**config.mk**
```make
export PLATFORM = sky130hd
export DESIGN_NAME = img_buffer_writer
export DESIGN_NICKNAME = d
export VERILOG_FILES = /design/src/rtl/img_buffer_writer.sv
export SDC_FILE = /design/constraint.sdc
export NUM_CORES = 1
export LEC_CHECK = 0
export ABC_AREA = 1
export CORE_MARGIN = 4
export CORE_UTILIZATION = 40
export DETAILED_ROUTE_END_ITERATION = 6
export PLACE_DENSITY = 0.75
export SYNTH_ARGS = -nofsm -noshare
export SYNTH_HDL_FRONTEND = slang
export SYNTH_SLANG_ARGS = --single-unit
```
**constraint.sdc**
```tcl
create_clock -name pixel_clk -period 5.1 [get_ports pixel_clk]
set_input_delay 1.02 -clock pixel_clk [delete_from_list [all_inputs] [get_ports pixel_clk]]
set_output_delay 1.02 -clock pixel_clk [all_outputs]
set_load 0.005 [all_outputs]
```
**src/rtl/img_buffer_writer.sv**
```systemverilog
// img_buffer_writer: writes an AXI-Stream-style video frame into an image RAM, in raster order.
module img_buffer_writer #(
  parameter int IMG_WIDTH  = 224,
  parameter int IMG_HEIGHT = 224,
  parameter int ADDR_W     = 16
) (
  input  logic              pixel_clk,
  input  logic              rst,
  input  logic              load_enable,
  input  logic [23:0]       s_tdata,
  input  logic              s_tvalid,
  input  logic              s_tuser,
  input  logic              s_tlast,
  output logic              s_tready,
  output logic              wr_en,
  output logic [ADDR_W-1:0] wr_addr,
  output logic [23:0]       wr_data,
  output logic              frame_done,
  output logic              frame_err,
  output logic              busy
);
  localparam int CW = IMG_WIDTH > 1 ? $clog2(IMG_WIDTH) : 1;
  localparam int RW = IMG_HEIGHT > 1 ? $clog2(IMG_HEIGHT) : 1;
  typedef enum logic [1:0] {IDLE, SYNC, LOAD, DONE} state_t;
  state_t state, nxt;
  logic [CW-1:0] col;
  logic [RW-1:0] row;
  logic [ADDR_W-1:0] addr;
  logic accept, sof, bad, wr, col_end, row_end;
  assign accept  = s_tvalid & s_tready;
  assign col_end = col == CW'(IMG_WIDTH - 1);
  assign row_end = row == RW'(IMG_HEIGHT - 1);
  assign sof     = accept & s_tuser;
  // tlast must coincide exactly with the last column; an early SOF overrides this check
  assign bad     = accept & ~s_tuser & (state == LOAD) & (s_tlast != col_end);
  assign wr      = sof | (accept & (state == LOAD) & ~bad);
  always_comb begin
    nxt = state;
    case (state)
      IDLE: nxt = load_enable ? SYNC : IDLE;
      SYNC: nxt = !load_enable ? IDLE : sof ? LOAD : SYNC;
      LOAD: nxt = !load_enable ? IDLE : sof ? LOAD : bad ? SYNC :
                  (wr & col_end & row_end) ? DONE : LOAD;
      DONE: nxt = load_enable ? SYNC : IDLE;
      default: nxt = IDLE;
    endcase
  end
  always_ff @(posedge pixel_clk or posedge rst) begin
    if (rst) begin
      state      <= IDLE;
      col        <= '0;
      row        <= '0;
      addr       <= '0;
      s_tready   <= 1'b0;
      wr_en      <= 1'b0;
      wr_addr    <= '0;
      wr_data    <= 24'h000000;
      frame_done <= 1'b0;
      frame_err  <= 1'b0;
      busy       <= 1'b0;
    end else begin
      state      <= nxt;
      s_tready   <= (nxt == SYNC) || (nxt == LOAD);
      busy       <= nxt == LOAD;
      frame_done <= nxt == DONE;
      frame_err  <= load_enable & (state == LOAD) & (sof | bad);
      wr_en      <= wr;
      if (wr) begin
        wr_addr <= sof ? '0 : addr;
        wr_data <= s_tdata;
      end
      if (sof) begin
        col  <= CW'(1);
        row  <= '0;
        addr <= ADDR_W'(1);
      end else if (wr) begin
        col  <= col_end ? '0 : col + CW'(1);
        row  <= col_end ? row + RW'(1) : row;
        addr <= addr + ADDR_W'(1);
      end
    end
  end
endmodule
```
==> results.toml, run 1 <==
[run_status]
status = "completed"

[finish]
multi_input_area_um2 = 1460
nNetsFinal = 528
diodes = 0
seqCellArea_um2 = 1980
area_growth_pct = 26.0
n_fill_cell = 850
drive_gt1_share_pct = 6.68
fin_util_pct = 52.4

[sta]
rsz0062_at_grt = "no"
relSlewSlack_pct = 44.1
finalSetupViolCount = 0
worst_clock_skew_ns = 0.00814
finalCritPeriodShare_pct = 56.5
min_period_ns = 2.88
fmaxAchievable_mhz = 347
setup_tns_ns = 0
maxSlewViolCount = 0
worst_slew_pin_slew_ns = 0.838
hold_violations = 0

[power_and_ir_drop]
powerDensity_nw_per_um2 = 381
leakagePower_uw = 0.00213
irDropWorstVdd_uv = 217
power_uw = 1770

[clock_tree]
tritoncts = "built"
htreeDepth = 3
numCtsBuffers = 9
cts_hold_buf = 0
post-cts-setup-buffers = 0
clock_latency_ns = 0.34
clk_pin_slew_ns = 0.07
post_cts_resized = 0
cts.sink_count = 79
cts_root_buf = "clkbuf_8"
clock_path_buffers = 2

[global_routing]
grt_max_degree = 51
grt_usage_pct = 15.1
overflow = 0
antenna_found_initial = 0
grt_pass1_wl_um = 13700
grt_pass1_vias = 3010

[route]
routed-via-count = 3031
drt-initial-drc-count = 136
vias_per_cell = 5.03
routed_wl_um = 7850
dr.pass1.iters = 4
drc = 0
ant_nets = 0
wire_per_inst_um = 13.0

[yosys]
synth.distinct_cells = 35
ys.warnings.count = 0
ys_seq_area_share_pct = 53.7
synth_top_area_cell = "dfrtp_1"
synth_common_cells = "nand2_1, dfrtp_1, inv_1"
synth-main-ff-cell = "dfrtp_1"
netlist_top_cells_area = "dfrtp_1, nand2_1, inv_1, o21ai_0, a21oi_1"
avgSynthCellArea_um2 = 8.79
netlist_area_um2 = 3680
async_flop_share_pct = 100
synthCells = 419
ys_ff_latch = 79
synth_edf_count = 0
yosysMostFrequentCell = "nand2_1"
yosysTopAreaCellShare_pct = 53.7
synth_nets = 456

[worst_setup_path]
cp-startpoint = "s_tuser"
r2r_cells = 14
path_class = "in -> reg"
path_max_fanout = 17
worst_setup_path_start_kind = "input pin"
end_kind = "flip-flop"
crit_end = "row[3]"
worstPathRequired_ns = 5.37
worst_r2r_startpoint = "col[0]"
cp.arrival_ns = 3.15
r2r_slack_ns = 2.88
r2r-end = "s_tready"

[floorplan]
die_y_um = 104
core_area_um2 = 8850
die_area_um2 = 10800
pin_count = 75
die-width_um = 104
rows = 34
start_util_pct = 41.6

[placed_design]
portBuffers = 74
hpwlAfterDp_um = 5600
gp_congestion = 0.816

[hold_path]
hold_path_class = "reg -> reg"

[run]
maxCapViolCount = 0
-- worst min path at each step --
stage,start,endpoint,slack [ns],cells after the start
2_1_floorplan,wr_addr[13],wr_addr[13],0.47,2
3_3_place_gp,wr_data[9],wr_data[9],0.45,2
3_5_place_dp,wr_data[22],wr_data[22],0.46,2
4_1_cts,wr_data[22],wr_data[22],0.48,2
5_1_grt,wr_data[22],wr_data[22],0.50,2
6_report,wr_data[22],wr_data[22],0.48,2
-- critical path: stages --
cell and delay (ns):
clkdlybuf4s50_1 0.50, nand3_2 0.36, inv_1 0.55, nor2_1 0.15, inv_1 0.17, nand2_8 0.11, o21ai_1 0.14, nand2_1 0.06
nor2_1 0.08
-- per-stage QoR --
| stage | worst slack [ns] | instances | hold slack [ns] | cell area [um2] |
|---|---|---|---|---|
| 2_1_floorplan | 2.06 | 419 | 0.465 | 3680 |
| 3_3_place_gp | 1.97 | 588 | 0.455 | 4480 |
| 3_5_place_dp | 1.90 | 588 | 0.460 | 4480 |
| 4_1_cts | 2.26 | 602 | 0.479 | 4640 |
| 5_1_grt | 2.05 | 602 | 0.499 | 4640 |
| 6_report | 2.22 | 602 | 0.477 | 4640 |
-- flip-flops by register name (all words and copies together), names as in the netlist, 2 cells and up --
| signal | cells |
|---|---|
| col | 8 |
| addr | 16 |
| row | 8 |
| wr_addr | 16 |
| wr_data | 24 |
| state | 2 |
-- layout by cell type (no fill, tap or decap), types with 2 or more instances in the layout --
master and instances:
clkinv_2 4, nand3_1 19, nand3_2 2, nor3b_1 2
nand2_2 2, clkdlybuf4s50_1 74, a31oi_1 2, a21oi_1 22
nand4_1 5, dfrtp_1 79, buf_4 2, nor2_1 21
o21ai_0 23, xor2_1 7, o21ai_1 9, nand2_1 131
nor3_1 14, o31ai_1 6, nand2_8 3, inv_1 35
ha_1 7, clkbuf_8 10, nor2_2 2
-- logic make-up (layout without fill, tap and decap cells) --
family	count (synthesis)	count (layout)	synth area share [%]
compound gates	65	65	9.72
flops	79	79	53.7
xor+xnor	8	8	1.90
simple gates	207	207	25.7
buf+inv	53	128	6.59
fa+ha+maj	7	7	2.38
-- routing by layer --
layer	up-vias	part of all wire, %	wire [um]	global-route usage, %
met5	-	0	0	0
met4	0	1.0	79	3.42
met1	1443	46	3580	19.1
li1	1504	-	-	-
met2	78	48	3800	26.2
met3	6	5.0	389	3.85
-- power breakdown --
| group | switching [uW] | internal [uW] | total [uW] |
|---|---|---|---|
| sequential | 84.4 | 768 | 852 |
| combinational | 227 | 294 | 521 |
| clock | 210 | 183 | 393 |
| total | 522 | 1240 | 1770 |
-- layout make-up --
cell class	instances	share of cell area, %
Clock inverter	4	0.513
Clock buffer	10	2.97
Inverter	38	3.16
Timing Repair Buffer	76	16.3
Multi-Input combinational cell	287	31.5
Tap cell	108	2.91
Sequential cell	79	42.6
(Power assumes the default switching activity.)
==> run 2: changes to the inputs <==
clock period = 2.9 ns   (was 5.1 ns; I/O delays follow)
==> results.toml, run 2 (synthesized netlist as in run 1, its figures left out) <==
[placed_design]
portBuffers = 74
hpwlAfterDp_um = 5650
gp_congestion = 0.873

[clock_tree]
post-cts-setup-buffers = 0
tritoncts = "built"
htreeDepth = 3
numCtsBuffers = 9
cts_root_buf = "clkbuf_8"
clock_path_buffers = 2
clk_pin_slew_ns = 0.08
cts.sink_count = 79
cts_hold_buf = 0
post_cts_resized = 0
clock_latency_ns = 0.36

[global_routing]
grt_usage_pct = 15.9
antenna_found_initial = 0
overflow = 0
grt_pass1_wl_um = 14300
grt_max_degree = 51
grt_pass1_vias = 3198

[route]
wire_per_inst_um = 13.4
dr.pass1.iters = 4
routed_wl_um = 8130
drt-initial-drc-count = 166
ant_nets = 0
drc = 0
vias_per_cell = 4.98
routed-via-count = 3011

[finish]
largestRegisters = "wr_data: 24 flops, addr: 16 flops, wr_addr: 16 flops"
largest_reg_flops = 24
multi_input_area_um2 = 1460
seqCellArea_um2 = 1980
regMostFlops = "wr_data"
fin_util_pct = 53.4
diodes = 0
n_fill_cell = 816
final_common_cell = "nand2_1"
drive_gt1_share_pct = 7.24
nNetsFinal = 529
layout_common_cells = "nand2_1, dfrtp_1, clkdlybuf4s50_1, inv_1, o21ai_0"
area_growth_pct = 28.3

[sta]
rsz0062_at_grt = "no"
fmaxAchievable_mhz = 447
setup_tns_ns = 0
worst_clock_skew_ns = 0.0128
relSlewSlack_pct = 62.5
finalSetupViolCount = 0
worst_slew_pin_slew_ns = 0.561
finalCritPeriodShare_pct = 77.1
hold_violations = 0
min_period_ns = 2.24
maxSlewViolCount = 0

[power_and_ir_drop]
seq_power_share_pct = 44.7
p_clk_share_pct = 27.5
powerDensity_nw_per_um2 = 710
p_sw_share_pct = 29.4
switchingPower_uw = 987
leakagePower_uw = 0.00217
internal-power_uw = 2370
pwr-share-comb_pct = 27.7
irDropWorstVdd_uv = 443

[hold_path]
hold_path_class = "reg -> reg"

[floorplan]
die_y_um = 104
start_util_pct = 41.6
die_area_um2 = 10800
core_area_um2 = 8850
pin_count = 75
die-width_um = 104
rows = 34

[worst_setup_path]
worstPathRequired_ns = 3.18
crit_chain = "clkdlybuf4s50_1 > nand3_1 > nor2_1 > nand3_4 > nand2_8 > nand2_8 > inv_4 > nor2_1 > nor3b_2"
end_kind = "flip-flop"
path_class = "in -> reg"
cp_slowest_cell = "clkdlybuf4s50_1"
cp.arrival_ns = 2.52
worst_setup_path_start_kind = "input pin"
slowest_delay_ns = 0.50
path_max_fanout = 37

[run_status]
status = "completed"

[run]
maxCapViolCount = 0
[run 2: critical path, delay by kind of cell]
family,cells,cell delay (ns)
simple gates,7,1.07
buf+inv,2,0.84
[run 2: final timing paths]
check	startpoint	to	slack, ns	cells past startpoint
setup / recovery	s_tvalid	col[3]	0.66	9
hold / removal	wr_data[15]	wr_data[15]	0.48	2
setup reg to reg	col[1]	s_tready	0.70	14
hold reg to reg	wr_data[15]	wr_data[15]	0.48	2
max in group asynchronous	rst	wr_addr[2]	1.71	3
min in group asynchronous	rst	wr_data[11]	0.57	2
[run 2: layer usage]
metal  track usage (%)  up-vias  part of all wire, %
met3              4.59       12                  4.8
met1              19.5     1423                   44
met5                 0        -                    0
met4              4.84        0                  1.2
met2              27.2       71                   50
li1                  -     1505                    -
[run 2: layout make-up]
cell class,instances,share of cell area [%]
Timing Repair Buffer,77,16.4
Multi-Input combinational cell,287,30.9
Clock inverter,7,2.17
Inverter,38,3.10
Clock buffer,9,2.62
Sequential cell,79,41.9
Tap cell,108,2.86
[run 2: through the flow]
| step | power (uW) | hold WS (ns) | instance area [um2] | worst slack [ns] | std cells |
|---|---|---|---|---|---|
| floorplan | 1900 | 0.465 | 3680 | 0.297 | 419 |
| global placement | 2430 | 0.456 | 4500 | 0.364 | 589 |
| detailed placement | 2470 | 0.462 | 4500 | 0.277 | 589 |
| CTS | 3410 | 0.482 | 4720 | 0.658 | 605 |
| global route | 3570 | 0.506 | 4720 | 0.466 | 605 |
| finish | 3350 | 0.476 | 4720 | 0.663 | 605 |
[run 2: power groups by stage]
stage | sequential (uW) | combinational, uW | clock, uW
floorplan | 1520 | 382 | 0
global placement | 1520 | 913 | 0
detailed placement | 1520 | 947 | 0
CTS | 1500 | 949 | 953
global route | 1530 | 1040 | 997
finish | 1500 | 930 | 923
